### config.mk
export PLATFORM = sky130hd
export DESIGN_NAME = ddr2_timing_monitor_flat
export DESIGN_NICKNAME = d
export VERILOG_FILES = /design/src/rtl/ddr2_timing_monitor_if.sv /design/src/rtl/ddr2_timing_monitor.sv /design/src/flat_wrapper.sv
export SDC_FILE = /design/constraint.sdc
export NUM_CORES = 1
export LEC_CHECK = 0
export ABC_CLOCK_PERIOD_IN_PS = 5500
export CORE_MARGIN = 10
export CORE_UTILIZATION = 59
export CTS_BUF_LIST = sky130_fd_sc_hd__clkbuf_16
export CTS_CLUSTER_SIZE = 10
export DETAILED_ROUTE_END_ITERATION = 8
export PLACE_DENSITY = 0.8
export SLEW_MARGIN = 15
export SYNTH_ARGS = -nofsm -noshare
export SYNTH_HDL_FRONTEND = slang
export SYNTH_SLANG_ARGS = --single-unit
### constraint.sdc
create_clock -name clk -period 5.5 [get_ports clk]
set_input_delay 1.375 -clock clk [delete_from_list [all_inputs] [get_ports clk]]
set_output_delay 1.375 -clock clk [all_outputs]
set_load 0.02 [all_outputs]
### src/rtl/ddr2_timing_monitor_if.sv
// DDR2 command-pad bundle observed by the timing monitor.
// master drives the pads (controller side), slave only samples them.
interface ddr2_timing_monitor_if #(
   parameter int unsigned BA_W = 2
);
   logic            cke_pad;
   logic            csbar_pad;
   logic            rasbar_pad;
   logic            casbar_pad;
   logic            webar_pad;
   logic [BA_W-1:0] ba_pad;
   logic            a10_pad;

   modport master (
      output cke_pad, csbar_pad, rasbar_pad, casbar_pad, webar_pad, ba_pad, a10_pad
   );
   modport slave (
      input  cke_pad, csbar_pad, rasbar_pad, casbar_pad, webar_pad, ba_pad, a10_pad
   );
endinterface

### src/rtl/ddr2_timing_monitor.sv
// DDR2 pad-level timing/protocol monitor: per-bank and global distance timers,
// registered violation reports, sticky flags and a saturating violation counter.
module ddr2_timing_monitor #(
   parameter int unsigned NUM_BANKS = 4,
   parameter int unsigned BA_W      = 2,
   parameter int unsigned CNT_W     = 8,
   parameter int unsigned TRCD_MIN  = 4,
   parameter int unsigned TRP_MIN   = 4,
   parameter int unsigned TRAS_MIN  = 8,
   parameter int unsigned TRC_MIN   = 12,
   parameter int unsigned TRRD_MIN  = 2,
   parameter int unsigned TRFC_MIN  = 16,
   parameter int unsigned FATAL_EN  = 0
) (
   input  logic                   clk,
   input  logic                   reset,
   ddr2_timing_monitor_if.slave   cmd,
   input  logic                   check_en,
   input  logic                   clear_flags,
   output logic                   viol_valid,
   output logic [2:0]             viol_code,
   output logic [BA_W-1:0]        viol_bank,
   output logic [6:0]             viol_flags,
   output logic [15:0]            viol_count,
   output logic [NUM_BANKS-1:0]   bank_open
);

   localparam logic [CNT_W-1:0] T_RCD = CNT_W'(TRCD_MIN);
   localparam logic [CNT_W-1:0] T_RP  = CNT_W'(TRP_MIN);
   localparam logic [CNT_W-1:0] T_RAS = CNT_W'(TRAS_MIN);
   localparam logic [CNT_W-1:0] T_RC  = CNT_W'(TRC_MIN);
   localparam logic [CNT_W-1:0] T_RRD = CNT_W'(TRRD_MIN);
   localparam logic [CNT_W-1:0] T_RFC = CNT_W'(TRFC_MIN);

   typedef enum logic [2:0] {
      CMD_NOP,
      CMD_ACT,
      CMD_PRE,
      CMD_REF,
      CMD_RD,
      CMD_WR
   } cmd_t;

   cmd_t             cmd_dec;
   logic [CNT_W-1:0] since_act [NUM_BANKS];
   logic [CNT_W-1:0] since_pre [NUM_BANKS];
   logic [CNT_W-1:0] since_any_act;
   logic [CNT_W-1:0] since_ref;
   logic [6:0]       viol;
   logic [2:0]       vcode;
   logic [BA_W-1:0]  vbank;
   logic             report;

   function automatic logic [CNT_W-1:0] sat_inc(input logic [CNT_W-1:0] t);
      return (t == '1) ? t : t + CNT_W'(1);
   endfunction

   always_comb begin
      cmd_dec = CMD_NOP;
      if (cmd.cke_pad && !cmd.csbar_pad) begin
         case ({cmd.rasbar_pad, cmd.casbar_pad, cmd.webar_pad})
            3'b011:  cmd_dec = CMD_ACT;
            3'b010:  cmd_dec = CMD_PRE;
            3'b001:  cmd_dec = CMD_REF;
            3'b101:  cmd_dec = CMD_RD;
            3'b100:  cmd_dec = CMD_WR;
            default: cmd_dec = CMD_NOP;
         endcase
      end
   end

   // Bank searches run from the top down so the last hit is the lowest bank.
   always_comb begin
      viol  = '0;
      vbank = cmd.ba_pad;
      case (cmd_dec)
         CMD_ACT: begin
            viol[1] = since_pre[cmd.ba_pad] < T_RP;
            viol[3] = since_act[cmd.ba_pad] < T_RC;
            viol[4] = since_any_act < T_RRD;
            viol[5] = since_ref < T_RFC;
            viol[6] = bank_open[cmd.ba_pad];
         end
         CMD_RD, CMD_WR: begin
            viol[0] = since_act[cmd.ba_pad] < T_RCD;
            viol[6] = !bank_open[cmd.ba_pad];
         end
         CMD_PRE: begin
            if (!cmd.a10_pad) begin
               viol[2] = bank_open[cmd.ba_pad] && (since_act[cmd.ba_pad] < T_RAS);
            end else begin
               for (int unsigned i = NUM_BANKS; i > 0; i--) begin
                  if (bank_open[i-1] && (since_act[i-1] < T_RAS)) begin
                     viol[2] = 1'b1;
                     vbank   = BA_W'(i-1);
                  end
               end
            end
         end
         CMD_REF: begin
            viol[5] = since_ref < T_RFC;
            for (int unsigned i = NUM_BANKS; i > 0; i--) begin
               if (bank_open[i-1]) begin
                  viol[6] = 1'b1;
                  if (!viol[5]) vbank = BA_W'(i-1);
               end
            end
         end
         default: ;
      endcase

      vcode = '0;
      for (int unsigned k = 7; k > 0; k--) begin
         if (viol[k-1]) vcode = 3'(k);
      end
   end

   assign report = check_en && (viol != '0);

   always_ff @(posedge clk or posedge reset) begin
      if (reset) begin
         for (int unsigned i = 0; i < NUM_BANKS; i++) begin
            since_act[i] <= '1;
            since_pre[i] <= '1;
         end
         since_any_act <= '1;
         since_ref     <= '1;
         bank_open     <= '0;
         viol_valid    <= 1'b0;
         viol_code     <= '0;
         viol_bank     <= '0;
         viol_flags    <= '0;
         viol_count    <= '0;
      end else begin
         for (int unsigned i = 0; i < NUM_BANKS; i++) begin
            since_act[i] <= sat_inc(since_act[i]);
            since_pre[i] <= sat_inc(since_pre[i]);
         end
         since_any_act <= sat_inc(since_any_act);
         since_ref     <= sat_inc(since_ref);

         case (cmd_dec)
            CMD_ACT: begin
               since_act[cmd.ba_pad]  <= CNT_W'(1);
               since_any_act          <= CNT_W'(1);
               bank_open[cmd.ba_pad]  <= 1'b1;
            end
            CMD_PRE: begin
               if (cmd.a10_pad) begin
                  for (int unsigned i = 0; i < NUM_BANKS; i++) since_pre[i] <= CNT_W'(1);
                  bank_open <= '0;
               end else begin
                  since_pre[cmd.ba_pad] <= CNT_W'(1);
                  bank_open[cmd.ba_pad] <= 1'b0;
               end
            end
            CMD_REF: since_ref <= CNT_W'(1);
            default: ;
         endcase

         viol_valid <= report;
         if (report) begin
            viol_code  <= vcode;
            viol_bank  <= vbank;
            viol_flags <= (clear_flags ? 7'd0 : viol_flags) | viol;
            if (clear_flags)                viol_count <= 16'd1;
            else if (viol_count != 16'hFFFF) viol_count <= viol_count + 16'd1;
         end else if (clear_flags) begin
            viol_flags <= '0;
            viol_count <= '0;
         end
      end
   end

   if (FATAL_EN != 0) begin : g_fatal
      always_ff @(posedge clk) begin
         if (viol_valid) $fatal(1, "ddr2_timing_monitor violation code %0d bank %0d", viol_code, viol_bank);
      end
   end

endmodule

### src/flat_wrapper.sv
// flat-port wrapper written by rule: the top's interface ports become plain ports
module ddr2_timing_monitor_flat 
#(
   parameter int unsigned NUM_BANKS = 4,
   parameter int unsigned BA_W      = 2,
   parameter int unsigned CNT_W     = 8,
   parameter int unsigned TRCD_MIN  = 4,
   parameter int unsigned TRP_MIN   = 4,
   parameter int unsigned TRAS_MIN  = 8,
   parameter int unsigned TRC_MIN   = 12,
   parameter int unsigned TRRD_MIN  = 2,
   parameter int unsigned TRFC_MIN  = 16,
   parameter int unsigned FATAL_EN  = 0
)
  (clk, reset, check_en, clear_flags, viol_valid, viol_code, viol_bank, viol_flags, viol_count, bank_open, cmd_cke_pad, cmd_csbar_pad, cmd_rasbar_pad, cmd_casbar_pad, cmd_webar_pad, cmd_ba_pad, cmd_a10_pad);
  ddr2_timing_monitor_if #(.BA_W(BA_W)) cmd_i ();
  input  logic clk;
  input  logic reset;
  input  logic check_en;
  input  logic clear_flags;
  output logic viol_valid;
  output logic [2:0] viol_code;
  output logic [BA_W-1:0] viol_bank;
  output logic [6:0] viol_flags;
  output logic [15:0] viol_count;
  output logic [NUM_BANKS-1:0] bank_open;
  input wire logic [$bits(cmd_i.cke_pad)-1:0] cmd_cke_pad;
  input wire logic [$bits(cmd_i.csbar_pad)-1:0] cmd_csbar_pad;
  input wire logic [$bits(cmd_i.rasbar_pad)-1:0] cmd_rasbar_pad;
  input wire logic [$bits(cmd_i.casbar_pad)-1:0] cmd_casbar_pad;
  input wire logic [$bits(cmd_i.webar_pad)-1:0] cmd_webar_pad;
  input wire logic [$bits(cmd_i.ba_pad)-1:0] cmd_ba_pad;
  input wire logic [$bits(cmd_i.a10_pad)-1:0] cmd_a10_pad;
  assign cmd_i.cke_pad = cmd_cke_pad;
  assign cmd_i.csbar_pad = cmd_csbar_pad;
  assign cmd_i.rasbar_pad = cmd_rasbar_pad;
  assign cmd_i.casbar_pad = cmd_casbar_pad;
  assign cmd_i.webar_pad = cmd_webar_pad;
  assign cmd_i.ba_pad = cmd_ba_pad;
  assign cmd_i.a10_pad = cmd_a10_pad;
  ddr2_timing_monitor #(.NUM_BANKS(NUM_BANKS), .BA_W(BA_W), .CNT_W(CNT_W), .TRCD_MIN(TRCD_MIN), .TRP_MIN(TRP_MIN), .TRAS_MIN(TRAS_MIN), .TRC_MIN(TRC_MIN), .TRRD_MIN(TRRD_MIN), .TRFC_MIN(TRFC_MIN), .FATAL_EN(FATAL_EN)) u_core (.clk(clk), .reset(reset), .cmd(cmd_i), .check_en(check_en), .clear_flags(clear_flags), .viol_valid(viol_valid), .viol_code(viol_code), .viol_bank(viol_bank), .viol_flags(viol_flags), .viol_count(viol_count), .bank_open(bank_open));
endmodule
Word-level counts from Yosys, hierarchy flattened
Cells that the tools add are included.
Cells by class
  add/subtract/negate cells: 11
  order comparisons: 14
  equality and inequality tests: 23
  multiplexer cells: 73
  bitwise logic cells: 10
  reduce and logical (&&, ||, !) cells: 18
Operators with widths (count)
  8-bit 2-to-1 mux: 17
  32-bit 2-to-1 mux: 3
  8-bit by 1-bit adder with 8-bit output, second input constant: 10
  8-bit == test, second input constant: 10
  16-bit 2-to-1 mux: 4
  28-bit AND: 2
  8-bit by 4-bit < comparator with 1-bit output, second input constant: 6
  8-bit binary-select mux with 2-bit select: 2
  2-bit 2-to-1 mux: 14
  28-bit NOT: 1
  3-bit 2-to-1 mux: 8
  16-bit by 1-bit adder with 16-bit output, second input constant: 1
  8-bit demux with 2-bit select: 1
  8-bit by 3-bit < comparator with 1-bit output, second input constant: 2
  16-bit != test, second input constant: 1
  1-bit 2-to-1 mux: 15
  3-bit case mux with 5 select lines: 1
  7-bit 2-to-1 mux: 2
  3-bit by 2-bit == test with 1-bit output, second input constant: 4
  3-bit == test, second input constant: 4
  4-bit bitwise OR: 3
  1-bit logical AND: 9
  8-bit by 2-bit < comparator with 1-bit output, second input constant: 1
  8-bit by 5-bit < comparator with 1-bit output, second input constant: 1
  other kinds (21): 27
Word-level totals
  flip-flop bits (word level): 113
  input port bits: 12
  output and inout port bits: 33
  logic and storage cells: 165

Longest topological paths before layout
Gate-level depths: netlist (run 1).
  depth in word-level cells: 13
  gate-level depth with buffers: 11

Least setup slack after synthesis (run 1)
No wires, ideal clock.
  path kind: in2reg
  start: in cmd_casbar_pad
  end: reg u_core.viol_count[3]
  arrival: 3597 ps
  required time: 5375 ps
  slack: 1778 ps
  stages on the path: 10
  cells stage by stage: buf_6 > and4bb_4 > and2_0 > buf_2 > a221o_1 > or4_4 > nor3_4 > buf_6 > nor3_2 > mux2_4
On the way
  longest elaborated chain between the ends: 10
  elaborated cells on any way between the ends: 25
Ends and longest elaborated chain
  start, declared: line flat_wrapper.sv:30  | input wire logic [$bits(cmd_i.casbar_pad)-1:0] cmd_casbar_pad;
  3-bit == test, or another cell as far along: line ddr2_timing_monitor.sv:61  | case ({cmd.rasbar_pad, cmd.casbar_pad, cmd.webar_pad})
  3-bit case mux with 5 select lines (*): line ddr2_timing_monitor.sv:61
  3-bit 2-to-1 mux (*): line ddr2_timing_monitor.sv:60  | if (cmd.cke_pad && !cmd.csbar_pad) begin
  3-bit == test, or another cell as far along: line ddr2_timing_monitor.sv:76  | case (cmd_dec)
  2-bit OR reduction, on equally long branches
  1-bit case mux with 3 select lines, or another cell as far along: line ddr2_timing_monitor.sv:76
  7-bit nonzero test (*): line ddr2_timing_monitor.sv:118  | assign report = check_en && (viol != '0);
  1-bit logical AND (*): line ddr2_timing_monitor.sv:118
  2-bit nonzero test (no line)
  2-bit AND reduction (no line)
  end signal, assigned: line ddr2_timing_monitor.sv:167  | else if (viol_count != 16'hFFFF) viol_count <= viol_count + 16'd1;
  end, declared: line ddr2_timing_monitor.sv:24  | output logic [15:0] viol_count,
Mark *: on every way between the ends. The rest lies on a longest branch, timed or not.
A chain may end at the register's enable or synchronous reset.

Final worst setup path (run 1)
  start: in cmd_ba_pad[0]
  end: reg u_core.viol_count[3]
On the way
  longest elaborated chain between the ends: 12
  elaborated cells on any way between the ends: 26
Ends and longest elaborated chain
  start, declared: line flat_wrapper.sv:32  | input wire logic [$bits(cmd_i.ba_pad)-1:0] cmd_ba_pad;
  2-bit NOT with 3-bit output (implied by the code)
  8-bit binary-select mux with 2-bit select: line ddr2_timing_monitor.sv:79, ddr2_timing_monitor.sv:85, ddr2_timing_monitor.sv:90
  8-bit 2-to-1 mux (implied by the code) (2 in a row): line ddr2_timing_monitor.sv:79, ddr2_timing_monitor.sv:85, ddr2_timing_monitor.sv:90
  8-bit by 4-bit < comparator with 1-bit output: line ddr2_timing_monitor.sv:90  | viol[2] = bank_open[cmd.ba_pad] && (since_act[cmd.ba_pad] < T_RAS);
  1-bit logical AND: line ddr2_timing_monitor.sv:90
  1-bit 2-to-1 mux: line ddr2_timing_monitor.sv:89  | if (!cmd.a10_pad) begin
  1-bit 2-to-1 mux: line ddr2_timing_monitor.sv:76
  7-bit nonzero test (*): line ddr2_timing_monitor.sv:118
  1-bit logical AND (*): line ddr2_timing_monitor.sv:118
  2-bit nonzero test (no line)
  2-bit AND reduction (no line)
Mark *: on every way between the ends. The rest lies on a longest branch, timed or not. The select of a mux whose other input is x is not followed.

==> out/metrics.json, run 1 <==
{
  "worst_slew_pin_slew": {"value": 0.829, "unit": "ns"},
  "vias": {"value": 5177},
  "r2r_start": {"value": "u_core.since_act[23]$_DFF_PP1_"},
  "mapped_cells": {"value": 634},
  "synthToLayoutAreaGrowth": {"value": 19.1, "unit": "%"},
  "timing.critical_path.required": {"value": 5.80, "unit": "ns"},
  "rsz0062_at_grt": {"value": "no"},
  "totalNegativeSetupSlack": {"value": 0, "unit": "ns"},
  "post-cts-setup-buffer-count": {"value": 0},
  "tritoncts": {"value": "yes"},
  "antenna_found_initial": {"value": 0},
  "chipHeight": {"value": 122, "unit": "um"},
  "yosys_warnings": {"value": 0},
  "layout.cells.most_common_list": {"value": "nor2_1, dfstp_2, clkdlybuf4s50_1, nand3_1, nand2_1"},
  "post_route_cells_drive_above_1_share": {"value": 20.9, "unit": "%"},
  "maximum_clock_frequency": {"value": 234, "unit": "MHz"},
  "mostFrequentLayoutCell": {"value": "nor2_1"},
  "critPathSlowestCell": {"value": "clkdlybuf4s50_1"},
  "asyncSetResetFlopFracSynth": {"value": 100, "unit": "%"},
  "ys.flop_type": {"value": "dfstp_2"},
  "critical_path.max_fanout": {"value": 26},
  "grt_busiest_layer": {"value": "met2"},
  "fillers": {"value": 729},
  "postSynthNetCount": {"value": 657},
  "tritoncts_num_sinks": {"value": 113},
  "netlist_cell_types": {"value": 65},
  "detail_route.iter0.violations": {"value": 476},
  "cellLeakagePower": {"value": 2.95, "unit": "nW"},
  "die_wd": {"value": 122, "unit": "um"},
  "antenna_cells_inserted": {"value": 0},
  "dieArea": {"value": 0.0149, "unit": "mm2"},
  "timing.hold.worst.start": {"value": "u_core.viol_flags[1]$_DFF_PP0_"},
  "io-pin-count": {"value": 45},
  "worst_slew_margin_rel": {"value": 44.3, "unit": "%"},
  "finalWorstPathRequiredPeriod": {"value": 4.27, "unit": "ns"},
  "slowest_delay": {"value": 0.82, "unit": "ns"},
  "hold_viol_final": {"value": 0},
  "root_buffer": {"value": "clkbuf_16"},
  "power_density": {"value": 539, "unit": "mW/mm2"},
  "cts_max_path_buffers": {"value": 2},
  "ys_ff_latch": {"value": 113},
  "synth_edf_count": {"value": 0},
  "detail_route.wirelength": {"value": 14400, "unit": "um"},
  "grt_util_all_layers": {"value": 20.1, "unit": "%"},
  "critical_path.endpoint_type": {"value": "register"},
  "multi_input_gate_area": {"value": 0.00306, "unit": "mm2"},
  "worst_hold_slack": {"value": 0.504, "unit": "ns"},
  "drv_slew": {"value": 0},
  "critPathArrivalTime": {"value": 4.57, "unit": "ns"},
  "number_of_global_route_vias_before_repair": {"value": 5190},
  "seq_area": {"value": 0.00293, "unit": "mm2"},
  "reg2reg_slack": {"value": 2.53, "unit": "ns"},
  "total_clock_buffers_created_by_cts": {"value": 17},
  "cap_viol_max_count": {"value": 0},
  "worst_clock_skew": {"value": 0.00894, "unit": "ns"},
  "grt_first_pass_wirelength": {"value": 24300, "unit": "um"},
  "critPathLaunchType": {"value": "input port"},
  "period_share": {"value": 77.6, "unit": "%"},
  "grtUsageMet1": {"value": 23.8, "unit": "%"},
  "insertion_delay": {"value": 0.42, "unit": "ns"},
  "outcome": {"value": "finished clean"},
  "routed_wire_length_per_instance": {"value": 17.4, "unit": "um"},
  "number_of_vias_per_cell": {"value": 6.24},
  "finish.utilization": {"value": 71.5, "unit": "%"},
  "io_buffers": {"value": 44},
  "place.detailed.hpwl": {"value": 9820, "unit": "um"},
  "cts.repair.resized": {"value": 0},
  "worst-r2r-cell-count": {"value": 8},
  "holdBufCountCts": {"value": 0},
  "grt_overflow": {"value": 0},
  "irDropWorstVdd": {"value": 364, "unit": "uV"},
  "num_rows": {"value": 37},
  "ant_nets": {"value": 0},
  "drc": {"value": 0},
  "final-setup-viol-count": {"value": 0},
  "met3_layer_usage_reported_by_global_route": {"value": 6.29, "unit": "%"},
  "globalplace.congestion": {"value": 0.891},
  "drt_pass1_iterations": {"value": 6},
  "finish.net_count": {"value": 703},
  "start_util": {"value": 60.0, "unit": "%"},
  "critical_path.cell_chain": {"value": "clkdlybuf4s50_1 -> mux4_2 -> a221o_1 -> or4_4 -> nor3_4 -> buf_4 -> nor3_2 -> mux2_4"},
  "placeableCoreArea": {"value": 0.0102, "unit": "mm2"},
  "classification_of_the_worst_setup_path": {"value": "input port to register"},
  "cell_count_of_the_worst_hold_path": {"value": 1},
  "mappedNetlistArea": {"value": 0.00614, "unit": "mm2"},
  "avgSynthCellArea": {"value": 9.69, "unit": "um2"},
  "htree_levels": {"value": 4},
  "share_of_the_yosys_chip_area_belonging_to_registers": {"value": 47.7, "unit": "%"},
  "holdCritPathClass": {"value": "register to register"},
  "timing.hold.worst_endpoint": {"value": "u_core.viol_flags[1]$_DFF_PP0_"},
  "grt_max_degree": {"value": 44},
  "rr_endpoint": {"value": "u_core.viol_count[4]$_DFFE_PP0P_"},
  "groute.layer.met2.usage": {"value": 33.2, "unit": "%"},
  "path_clk_slew": {"value": 0.05, "unit": "ns"}
}
-- critical path, delay by kind of cell --
kind,cells,cell delay [ns]
AO/OA/AOI/OAI,1,0.38
AND/OR/NAND/NOR,3,0.78
multiplexers,2,0.90
buffers and inverters,2,1.10
-- cells in the mapped netlist (5+ instances only) --
cell type | number | area [um2]
nor4_1 | 11 | 68.8
o21ai_0 | 23 | 115
nor2b_1 | 8 | 50.1
clkbuf_1 | 16 | 60.1
a21oi_1 | 19 | 95.1
nand2_1 | 37 | 139
and3_1 | 32 | 200
a22o_1 | 5 | 43.8
nor3_1 | 22 | 110
o21a_1 | 8 | 60.1
nor2_1 | 87 | 327
or4_1 | 10 | 75.1
mux2i_1 | 11 | 110
nand2b_1 | 8 | 50.1
dfrtp_1 | 33 | 826
ha_1 | 11 | 138
xnor2_1 | 15 | 131
nand4_1 | 9 | 56.3
nand3_1 | 43 | 215
a211oi_1 | 13 | 97.6
dfstp_2 | 80 | 2100
inv_1 | 12 | 45.0
xor2_1 | 8 | 70.1
a21oi_2 | 8 | 70.1
o31ai_1 | 10 | 75.1
a31oi_1 | 26 | 163
-- sequential cells by signal (all words and copies together), names as in the netlist --
name,cells
u_core.viol_code,3
u_core.since_pre,32
u_core.bank_open,4
u_core.viol_bank,2
u_core.viol_valid,1
u_core.viol_count,16
u_core.since_any_act,8
u_core.since_ref,8
u_core.viol_flags,7
u_core.since_act,32
-- how the worst max path moves through the flow --
stage                              from                          endpoint  slack (ns)  depth (start not counted)
after global routing      cmd_ba_pad[0]  u_core.viol_count[3]$_DFFE_PP0P_        1.07                          8
after detailed placement  cmd_ba_pad[0]  u_core.viol_count[5]$_DFFE_PP0P_        0.81                          8
after floorplan                   reset   u_core.bank_open[0]$_DFFE_PP0P_        1.27                          1
final                     cmd_ba_pad[0]  u_core.viol_count[3]$_DFFE_PP0P_        1.23                          8
after global placement    cmd_ba_pad[0]  u_core.viol_count[5]$_DFFE_PP0P_        0.86                          8
after CTS                 cmd_ba_pad[0]  u_core.viol_count[3]$_DFFE_PP0P_        1.26                          8
-- cells by family (layout without fill, tap and decap cells) --
logic type / after synthesis / count (layout) / share of synthesized area, %
simple gates: 296 / 296 / 25.0
compound gates: 136 / 136 / 15.0
flops: 113 / 113 / 47.7
buf+inv: 35 / 94 / 2.57
xor+xnor: 23 / 23 / 3.28
mux: 20 / 20 / 4.18
fa+ha+maj: 11 / 11 / 2.24
-- routing by layer --
layer  part of all wire (%)  vias to the layer above
met2                     50                      168
met4                    1.5                        0
met5                      0                        -
met3                    6.7                       20
met1                     42                     2538
li1                       -                     2451
-- where the power goes --
| part | leakage, nW | total, W | internal [W] | switching (W) |
|---|---|---|---|---|
| sequential | 1.28 | 0.00181 | 0.00139 | 0.000414 |
| clock | 0.312 | 0.00116 | 0.000790 | 0.000375 |
| combinational | 1.35 | 0.000969 | 0.000457 | 0.000512 |
-- through the flow --
stage,total power [W],std cells,setup WS (ns),cell area [um2]
after floorplan,0.00244,634,1.27,6140
after global placement,0.00267,797,0.865,6680
after detailed placement,0.00275,797,0.814,6680
after CTS,0.00395,829,1.26,7300
after global routing,0.00421,829,1.07,7310
final,0.00394,829,1.23,7310
-- cell type report --
class / instances / area share (%)
Sequential cell: 113 / 40.0
Timing Repair Buffer: 49 / 6.54
Inverter: 13 / 0.702
Multi-Input combinational cell: 486 / 41.9
Clock buffer: 17 / 5.82
Tap cell: 136 / 2.33
Clock inverter: 15 / 2.69
(Power assumes the default switching activity.)
==> run 2: changes to the inputs <==
Settings changed: ABC_CLOCK_PERIOD_IN_PS 5500 to 4220.
Clock period 5.5 ns to 4.22 ns, I/O delays scaled along.
==> out/metrics.json, run 2 (synthesis gave the netlist of run 1 again) <==
{
  "start_util": {"value": 60.0, "unit": "%", "change": "unchanged"},
  "critPathArrivalTime": {"value": 3.96, "unit": "ns", "change": "-0.61 ns"},
  "insertion_delay": {"value": 0.41, "unit": "ns", "change": "about the same"},
  "routed_wire_length_per_instance": {"value": 17.5, "unit": "um", "change": "+0.63%"},
  "io-pin-count": {"value": 45, "change": "unchanged"},
  "critical_path.cell_chain": {"value": "clkdlybuf4s50_1 -> mux4_2 -> a221o_1 -> or4_4 -> nor3_4 -> buf_4 -> or4_1 -> a21oi_2"},
  "hold_viol_final": {"value": 0, "change": "unchanged"},
  "drv_slew": {"value": 0, "change": "unchanged"},
  "post-cts-setup-buffer-count": {"value": 0, "change": "unchanged"},
  "htree_levels": {"value": 4, "change": "unchanged"},
  "post_route_cells_drive_above_1_share": {"value": 22.0, "unit": "%", "change": "+1.1 points"},
  "die_wd": {"value": 122, "unit": "um", "change": "unchanged"},
  "antenna_found_initial": {"value": 0, "change": "unchanged"},
  "grt_busiest_layer": {"value": "met2"},
  "placeableCoreArea": {"value": 0.0102, "unit": "mm2", "change": "unchanged"},
  "chipHeight": {"value": 122, "unit": "um", "change": "unchanged"},
  "number_of_vias_per_cell": {"value": 6.24, "change": "about the same"},
  "cts.repair.resized": {"value": 0, "change": "unchanged"},
  "root_buffer": {"value": "clkbuf_16"},
  "worst_clock_skew": {"value": 0.00601, "unit": "ns", "change": "-0.00293 ns"},
  "slowest_delay": {"value": 0.55, "unit": "ns", "change": "-0.27 ns"},
  "layout.cells.most_common_list": {"value": "nor2_1, dfstp_2, clkdlybuf4s50_1, nand3_1, nand2_1"},
  "path_clk_slew": {"value": 0.05, "unit": "ns", "change": "about the same"},
  "outcome": {"value": "finished clean"},
  "antenna_cells_inserted": {"value": 0, "change": "unchanged"},
  "finish.utilization": {"value": 71.9, "unit": "%", "change": "+0.46 points"},
  "tritoncts_num_sinks": {"value": 113, "change": "unchanged"},
  "met3_layer_usage_reported_by_global_route": {"value": 5.55, "unit": "%", "change": "-0.74 points"},
  "io_buffers": {"value": 44, "change": "unchanged"},
  "final-setup-viol-count": {"value": 0, "change": "unchanged"},
  "power_density": {"value": 685, "unit": "mW/mm2", "change": "+27%"},
  "classification_of_the_worst_setup_path": {"value": "input port to register"},
  "grt_overflow": {"value": 0, "change": "unchanged"},
  "finish.net_count": {"value": 715, "change": "+1.7%"},
  "worst_slew_margin_rel": {"value": 28.5, "unit": "%", "change": "-16 points"},
  "grt_max_degree": {"value": 72, "change": "+64%"},
  "critical_path.max_fanout": {"value": 10, "change": "-62%"},
  "period_share": {"value": 87.0, "unit": "%"},
  "detail_route.wirelength": {"value": 14700, "unit": "um", "change": "+2.0%"},
  "grtUsageMet1": {"value": 25.0, "unit": "%", "change": "+1.2 points"},
  "ant_nets": {"value": 0, "change": "unchanged"},
  "cellLeakagePower": {"value": 2.98, "unit": "nW", "change": "+1.2%"},
  "cts_max_path_buffers": {"value": 2, "change": "unchanged"},
  "irDropWorstVdd": {"value": 422, "unit": "uV", "change": "+16%"},
  "tritoncts": {"value": "yes"},
  "timing.critical_path.required": {"value": 4.50, "unit": "ns", "change": "-1.30 ns"},
  "critPathSlowestCell": {"value": "mux4_2"},
  "totalNegativeSetupSlack": {"value": 0, "unit": "ns", "change": "unchanged"},
  "cap_viol_max_count": {"value": 0, "change": "unchanged"},
  "layout_top_registers": {"value": "u_core.since_act x32, u_core.since_pre x32, u_core.viol_count x16"},
  "mostFrequentLayoutCell": {"value": "nor2_1"},
  "grt_first_pass_wirelength": {"value": 24800, "unit": "um", "change": "+2.2%"},
  "finalWorstPathRequiredPeriod": {"value": 3.67, "unit": "ns"},
  "worst_slew_pin_slew": {"value": 1.06, "unit": "ns", "change": "+0.234 ns"},
  "place.detailed.hpwl": {"value": 10300, "unit": "um", "change": "+4.6%"},
  "grt_util_all_layers": {"value": 20.4, "unit": "%", "change": "+0.39 points"},
  "drt_pass1_iterations": {"value": 5, "change": "-1"},
  "dieArea": {"value": 0.0149, "unit": "mm2", "change": "unchanged"},
  "groute.layer.met2.usage": {"value": 33.4, "unit": "%", "change": "+0.20 points"},
  "critPathLaunchType": {"value": "input port"},
  "holdBufCountCts": {"value": 0, "change": "unchanged"},
  "detail_route.iter0.violations": {"value": 490, "change": "+2.9%"},
  "number_of_global_route_vias_before_repair": {"value": 5261, "change": "+1.4%"},
  "globalplace.congestion": {"value": 0.903, "change": "+1.3%"},
  "drc": {"value": 0, "change": "unchanged"},
  "rsz0062_at_grt": {"value": "no"},
  "holdCritPathClass": {"value": "register to register"},
  "num_rows": {"value": 37, "change": "unchanged"},
  "synthToLayoutAreaGrowth": {"value": 19.8, "unit": "%"},
  "critical_path.endpoint_type": {"value": "register"},
  "maximum_clock_frequency": {"value": 272, "unit": "MHz"},
  "vias": {"value": 5245, "change": "+1.3%"},
  "total_clock_buffers_created_by_cts": {"value": 17, "change": "unchanged"}
}
[run 2: report_power, final]
group | internal (W) | total [W] | switching (W)
clock | 0.000910 | 0.00140 | 0.000492
combinational | 0.000605 | 0.00128 | 0.000679
sequential | 0.00182 | 0.00236 | 0.000541
[run 2: worst max-delay path, delay by kind of cell]
family                 cells  cell delay (ns)
AOI/OAI and AO/OA          2             0.44
buffers and inverters      2             0.77
muxes                      1             0.55
and+or+nand+nor            3             1.14
[run 2: worst paths after layout]
kind                            slack (ns)  cells after the start                      startpoint                           endpoint
max in group asynchronous             2.39                      3                           reset      u_core.since_act[4]$_DFF_PP1_
worst max-delay path                  0.55                      8                   cmd_ba_pad[0]  u_core.viol_count[11]$_DFFE_PP0P_
worst min register to register        0.49                      1  u_core.viol_flags[1]$_DFF_PP0_     u_core.viol_flags[1]$_DFF_PP0_
worst min-delay path                  0.49                      1  u_core.viol_flags[1]$_DFF_PP0_     u_core.viol_flags[1]$_DFF_PP0_
min in group asynchronous             1.05                      2                           reset        u_core.viol_valid$_DFF_PP0_
worst max register to register        1.16                      8  u_core.since_act[31]$_DFF_PP1_  u_core.viol_count[11]$_DFFE_PP0P_
[run 2: routing by layer]
| metal | wire (um) | vias up |
|---|---|---|
| li1 | - | 2472 |
| met1 | 6250 | 2581 |
| met2 | 7320 | 164 |
| met3 | 867 | 28 |
| met4 | 265 | 0 |
| met5 | 0 | - |
[run 2: final cells by class]
type / instances / area (um2)
inverters: 13 / 51.3
well taps: 136 / 170
multi-input cells: 486 / 3060
flip-flops and latches: 113 / 2930
clock inverters: 14 / 148
fillers: 732 / 2870
clock buffers: 17 / 425
repair buffers: 61 / 581
[run 2: through the flow]
stage	instances	power (W)	setup WS (ns)	instance area (um2)	hold slack, ns
final	840	0.00504	0.547	7360	0.491
after global routing	840	0.00537	0.459	7360	0.500
after CTS	840	0.00505	0.593	7360	0.489
after detailed placement	809	0.00362	0.182	6790	0.476
after global placement	809	0.00349	0.203	6790	0.481
after floorplan	634	0.00318	0.310	6140	0.500
==> RTL edit 1 (config.mk and constraints of run 1) <==
`BA_W` is set to 2 in 3 places; all go to 4.
--- a/src/rtl/ddr2_timing_monitor_if.sv
+++ b/src/rtl/ddr2_timing_monitor_if.sv
@@ -2,5 +2,5 @@
 // master drives the pads (controller side), slave only samples them.
 interface ddr2_timing_monitor_if #(
-   parameter int unsigned BA_W = 2
+   parameter int unsigned BA_W = 4
 );
    logic            cke_pad;
--- a/src/rtl/ddr2_timing_monitor.sv
+++ b/src/rtl/ddr2_timing_monitor.sv
@@ -3,5 +3,5 @@
 module ddr2_timing_monitor #(
    parameter int unsigned NUM_BANKS = 4,
-   parameter int unsigned BA_W      = 2,
+   parameter int unsigned BA_W      = 4,
    parameter int unsigned CNT_W     = 8,
    parameter int unsigned TRCD_MIN  = 4,
--- a/src/flat_wrapper.sv
+++ b/src/flat_wrapper.sv
@@ -3,5 +3,5 @@
 #(
    parameter int unsigned NUM_BANKS = 4,
-   parameter int unsigned BA_W      = 2,
+   parameter int unsigned BA_W      = 4,
    parameter int unsigned CNT_W     = 8,
    parameter int unsigned TRCD_MIN  = 4,
Interface: changed (resized cmd_ba_pad and viol_bank); port bits go from 45 to 49. No check against the original RTL was run, so the function may have changed too.
==> RTL edit 1 against run 1 <==
Final area is 3.5% higher; largest cell class unchanged; critical endpoint is now u_core.viol_count[0]$_DFFE_PP0P_; routed wire length is 4.4% higher; total power is 3.0% higher; area after synthesis is 2.9% higher; sequential cell count is 2 higher; combinational power is 2.8% higher; worst setup slack worse by 43 ps.
==> RTL edit 1: results (changes against run 1) <==
CTS H-tree depth -> 4 (unchanged)
post-DR wirelength/cell -> 17.5 um (+0.86%)
r2r worst-path depth -> 8 (unchanged)
Largest regs -> u_core.since_act: 32 flops, u_core.since_pre: 32 flops, u_core.viol_count: 16 flops
drt pass-1 iters -> 7 (+1)
DP Wirelength -> 10500 um (+6.5%)
Post-Syn Instances -> 656 (+3.5%)
status -> completed
Hold Crit Start -> u_core.viol_bank[3]$_DFFE_PP0P_
R2R setup slack -> 2410 ps (-120 ps)
first-pass GRT wire length -> 25100 um (+3.2%)
Buffers on Ports -> 48 (+9.1%)
clock buffer depth -> 2 (unchanged)
GRT Total Usage -> 0.204 (+0.00388)
Rel. slew slack -> 0.313 (-0.130)
synth warn -> 0 (unchanged)
layout cells sized above 1 -> 0.184 (-0.0250)
initial antenna violation count -> 0 (unchanged)
skew final -> 9.15 ps (+0.211 ps)
post-synthesis async set-or-reset flop share -> 1.00 (unchanged)
routability cong. -> 0.904 (+1.5%)
largest net degree at the start of global routing -> 85 (+93%)
top cells by area, synth -> dfstp_2 (33%), dfrtp_1 (14%), nor2_1 (5.8%)
worst hold stages -> 2 (+1)
Setup WS pre-CTS -> 807 ps (-6.43 ps)
CP peak stage delay -> 600 ps (-220 ps)
worst-path maximum fanout -> 14 (-46%)
# diodes -> 0 (unchanged)
Clock Tree Root -> clkbuf_16
CTS clock-pin slew for the worst setup and hold paths -> 50 ps (about the same)
number of global-route vias before repair -> 5159 (-0.60%)
Pleak -> 2.98 nW (+1.0%)
Placed Area -> 6910 um^2 (+3.3%)
FILL cells -> 750 (+2.9%)
Min Hold Slack -> 476 ps (-28.1 ps)
sequential cell area fraction in the yosys report -> 0.471 (-0.00539)
initial drt markers -> 511 (+7.4%)
crit path max-delay cell type -> or4_4
post_cts resized -> 0 (unchanged)
worst reg2reg path endpoint -> u_core.viol_count[0]$_DFFE_PP0P_
Setup Fix Bufs, Post-CTS -> 0 (unchanged)
crit path DAT -> 4610 ps (+40 ps)
PD cells -> 536 nW/um^2 (-0.53%)
fin cells -> 858 (+3.5%)
worst-skew pair later-pin latency -> 410 ps
Yosys cell types -> 65 (unchanged)
number of nets in the layout -> 734 (+4.4%)
Hold Path Sink -> u_core.viol_bank[3]$_DFFE_PP0P_
syn nets -> 681 (+3.7%)
VDD IR max -> 0.338 mV (-7.1%)
Critical R2R Launch -> u_core.since_act[5]$_DFF_PP1_
# placed instances -> 826 (+3.6%)
Commonest cells post-synth -> nor2_1 (97), dfstp_2 (80), nand3_1 (45), nand2_1 (40), a21oi_1 (37)
DR vias/cell -> 6.28 (+0.52%)
CTS Buf Count -> 17 (unchanged)
critical path's top delay family -> compound AO/OA/AOI/OAI gates
## RTL edit 1: report_power, final
group	internal, mW	switching [mW]	leakage, nW
Combinational	0.479	0.517	1.34
Sequential	1.41	0.417	1.31
Clock	0.864	0.374	0.328
Total	2.75	1.31	2.98
## RTL edit 1: layout make-up
cell class	count	share of cell area
inverter	11	0.00612
clock buffer	18	0.0595
sequential	115	0.393
timing repair buffer	54	0.0694
tap	136	0.0225
multi-input combinational	510	0.421
clock inverter	14	0.0281
## RTL edit 1: worst max path at each step
stage | cells after the start | start | slack (ps) | end
2_1_floorplan | 1 | reset | 1210 | u_core.bank_open[0]$_DFFE_PP0P_
3_3_place_gp | 10 | cmd_ba_pad[0] | 940 | u_core.viol_count[0]$_DFFE_PP0P_
3_5_place_dp | 10 | cmd_ba_pad[0] | 810 | u_core.viol_count[0]$_DFFE_PP0P_
4_1_cts | 10 | cmd_ba_pad[0] | 1220 | u_core.viol_count[0]$_DFFE_PP0P_
5_1_grt | 10 | cmd_ba_pad[0] | 1110 | u_core.viol_count[0]$_DFFE_PP0P_
6_report | 10 | cmd_ba_pad[0] | 1190 | u_core.viol_count[0]$_DFFE_PP0P_
## RTL edit 1: layer usage
metal,GRT usage,routed length (um)
met1,0.265,6890
met3,0.0542,784
met4,0.0626,191
met2,0.329,7180
met5,0,0
## RTL edit 1: cell families (layout without fill, tap and decap cells)
logic type,after synthesis,after routing,synth area share
DFF,115,115,0.471
adders and majority gates,11,11,0.0218
and+or+nand+nor,302,302,0.246
xor gates and xnor gates,30,30,0.0416
muxes,18,18,0.0378
AOI/OAI and AO/OA,149,149,0.157
buffers and inverters,31,97,0.0244
==> RTL edit 2 (settings of run 1) <==
Made on the original files. Reset style: synchronous (`reset`), changed in one clocked block.
--- a/src/rtl/ddr2_timing_monitor.sv
+++ b/src/rtl/ddr2_timing_monitor.sv
@@ -118,5 +118,5 @@
    assign report = check_en && (viol != '0);
 
-   always_ff @(posedge clk or posedge reset) begin
+   always_ff @(posedge clk) begin
       if (reset) begin
          for (int unsigned i = 0; i < NUM_BANKS; i++) begin
Behaviour: differs if reset is asserted again (counterexample within 4 cycles, from zero or initial values and one cycle with reset high); with reset held inactive, the same outputs for 4 cycles.
==> RTL edit 2 against run 1 <==
Area after synthesis is 7.3% lower; final cell count rose by 3.3%; largest cell class unchanged; sequential cell count is the same; worst setup slack lost 200 ps; total power decreased by 9.4%; highest routed layer unchanged; fmax decreased by 4.6%; routed wire length shrank 2.2%; final area decreased by 7.4%.
==> RTL edit 2: results (changes against run 1) <==
status -> completed
Critical R2R Launch -> u_core.since_act[2][4]$_SDFFE_PP0P_
layout cells sized above 1 -> 0.0564 (-0.153)
routability cong. -> 0.889 (-0.17%)
Avg Synthesized Cell Area -> 8.45 um^2 (-13%)
syn nets -> 697 (+6.1%)
GRT Total Usage -> 0.198 (-0.00245)
fin cells -> 856 (+3.3%)
setup ws final -> 1030 ps (-204 ps)
DP Wirelength -> 9820 um (about the same)
post-synthesis async set-or-reset flop share -> 0 (-1.00)
top cells by area, synth -> dfxtp_1 (40%), o21ai_0 (5.4%), a21oi_1 (5.4%)
number of nets in the layout -> 739 (+5.1%)
worst reg2reg path endpoint -> u_core.viol_count[14]$_SDFFE_PP0P_
first-pass GRT wire length -> 23700 um (-2.5%)
sequential cell area fraction in the yosys report -> 0.397 (-0.0795)
largest net degree at the start of global routing -> 59 (+34%)
skew final -> 10.2 ps (+1.24 ps)
Worst-Margin Slew -> 1000 ps (+175 ps)
Hold Crit Start -> u_core.viol_flags[3]$_SDFF_PP0_
Hold Path Sink -> u_core.viol_flags[3]$_SDFF_PP0_
worst-skew pair later-pin latency -> 400 ps (-20 ps)
R2R setup slack -> 2340 ps (-190 ps)
Commonest cells post-synth -> dfxtp_1 (113), o21ai_0 (62), a21oi_1 (61), nand2_1 (53)
Setup WS pre-CTS -> 633 ps (-181 ps)
Top FF cell, synth -> dfxtp_1
VDD IR max -> 0.342 mV (-6.0%)
initial drt markers -> 492 (+3.4%)
Switching Share -> 0.346 (+0.0159)
## RTL edit 2: changes by cell type after synthesis, moves of 17 or more
cell and change:
dfxtp_1 +113, dfstp_2 -80, a21oi_1 +42, o21ai_0 +39, nor2_1 -35, dfrtp_1 -33
a31oi_1 -17, xor2_1 +17
## RTL edit 2: cell families (layout without fill, tap and decap cells)
kind of cell | after synthesis | after routing | synth area share
xor+xnor | 43 | 43 | 0.0661
simple gates | 277 | 277 | 0.260
fa+ha+maj | 11 | 11 | 0.0242
compound gates | 175 | 175 | 0.185
flops | 113 | 113 | 0.397
mux | 18 | 18 | 0.0396
buf+inv | 37 | 90 | 0.0286
## RTL edit 2: how the worst max path moves through the flow
stage,slack [ps],from,endpoint,cells past startpoint
4_1_cts,1050,cmd_ba_pad[0],u_core.viol_count[0]$_SDFFE_PP0P_,8
3_5_place_dp,630,cmd_ba_pad[0],u_core.viol_count[0]$_SDFFE_PP0P_,8
6_report,1030,cmd_ba_pad[0],u_core.viol_count[0]$_SDFFE_PP0P_,8
2_1_floorplan,1820,cmd_ba_pad[0],u_core.viol_count[5]$_SDFFE_PP0P_,9
3_3_place_gp,700,cmd_ba_pad[0],u_core.viol_count[0]$_SDFFE_PP0P_,8
5_1_grt,830,cmd_ba_pad[0],u_core.viol_count[0]$_SDFFE_PP0P_,8
## RTL edit 2: critical path, delay by kind of cell
kind,cells,cell delay (ps)
AO/OA/AOI/OAI,3,980
buffers and inverters,1,880
AND/OR/NAND/NOR,3,880
multiplexers,1,680
## RTL edit 2: final cells by class
class,instances,share of cell area
well taps,129,0.0238
repair buffers,50,0.0717
inverters,10,0.00554
multi-input cells,524,0.483
clock inverters,13,0.0190
flip-flops and latches,113,0.334
clock buffers,17,0.0628
## RTL edit 2: routing by layer
layer	part of all wire	vias to the layer above	wire length, um	global-route usage
met5	0	-	0	0
met4	0.019	0	261	0.0688
met3	0.058	30	811	0.0585
met2	0.50	174	7000	0.334
met1	0.43	2495	6020	0.234
li1	-	2582	-	-
## RTL edit 2: power groups by stage
stage	combinational, mW	clock [mW]	sequential (mW)
3_3_place_gp	1.16	0	1.27
4_1_cts	1.25	1.05	1.28
5_1_grt	1.42	1.09	1.31
3_5_place_dp	1.23	0	1.29
2_1_floorplan	1.04	0	1.23
6_report	1.25	1.04	1.28
## RTL edit 2: stage by stage
step | util | area, um^2 | total power [mW] | hold slack [ps]
6_report | 0.726 | 6770 | 3.57 | 456
5_1_grt | 0.726 | 6770 | 3.82 | 490
4_1_cts | 0.726 | 6770 | 3.57 | 459
3_5_place_dp | 0.666 | 6220 | 2.51 | 447
3_3_place_gp | 0.666 | 6220 | 2.44 | 437
2_1_floorplan | - | 5690 | 2.28 | 508
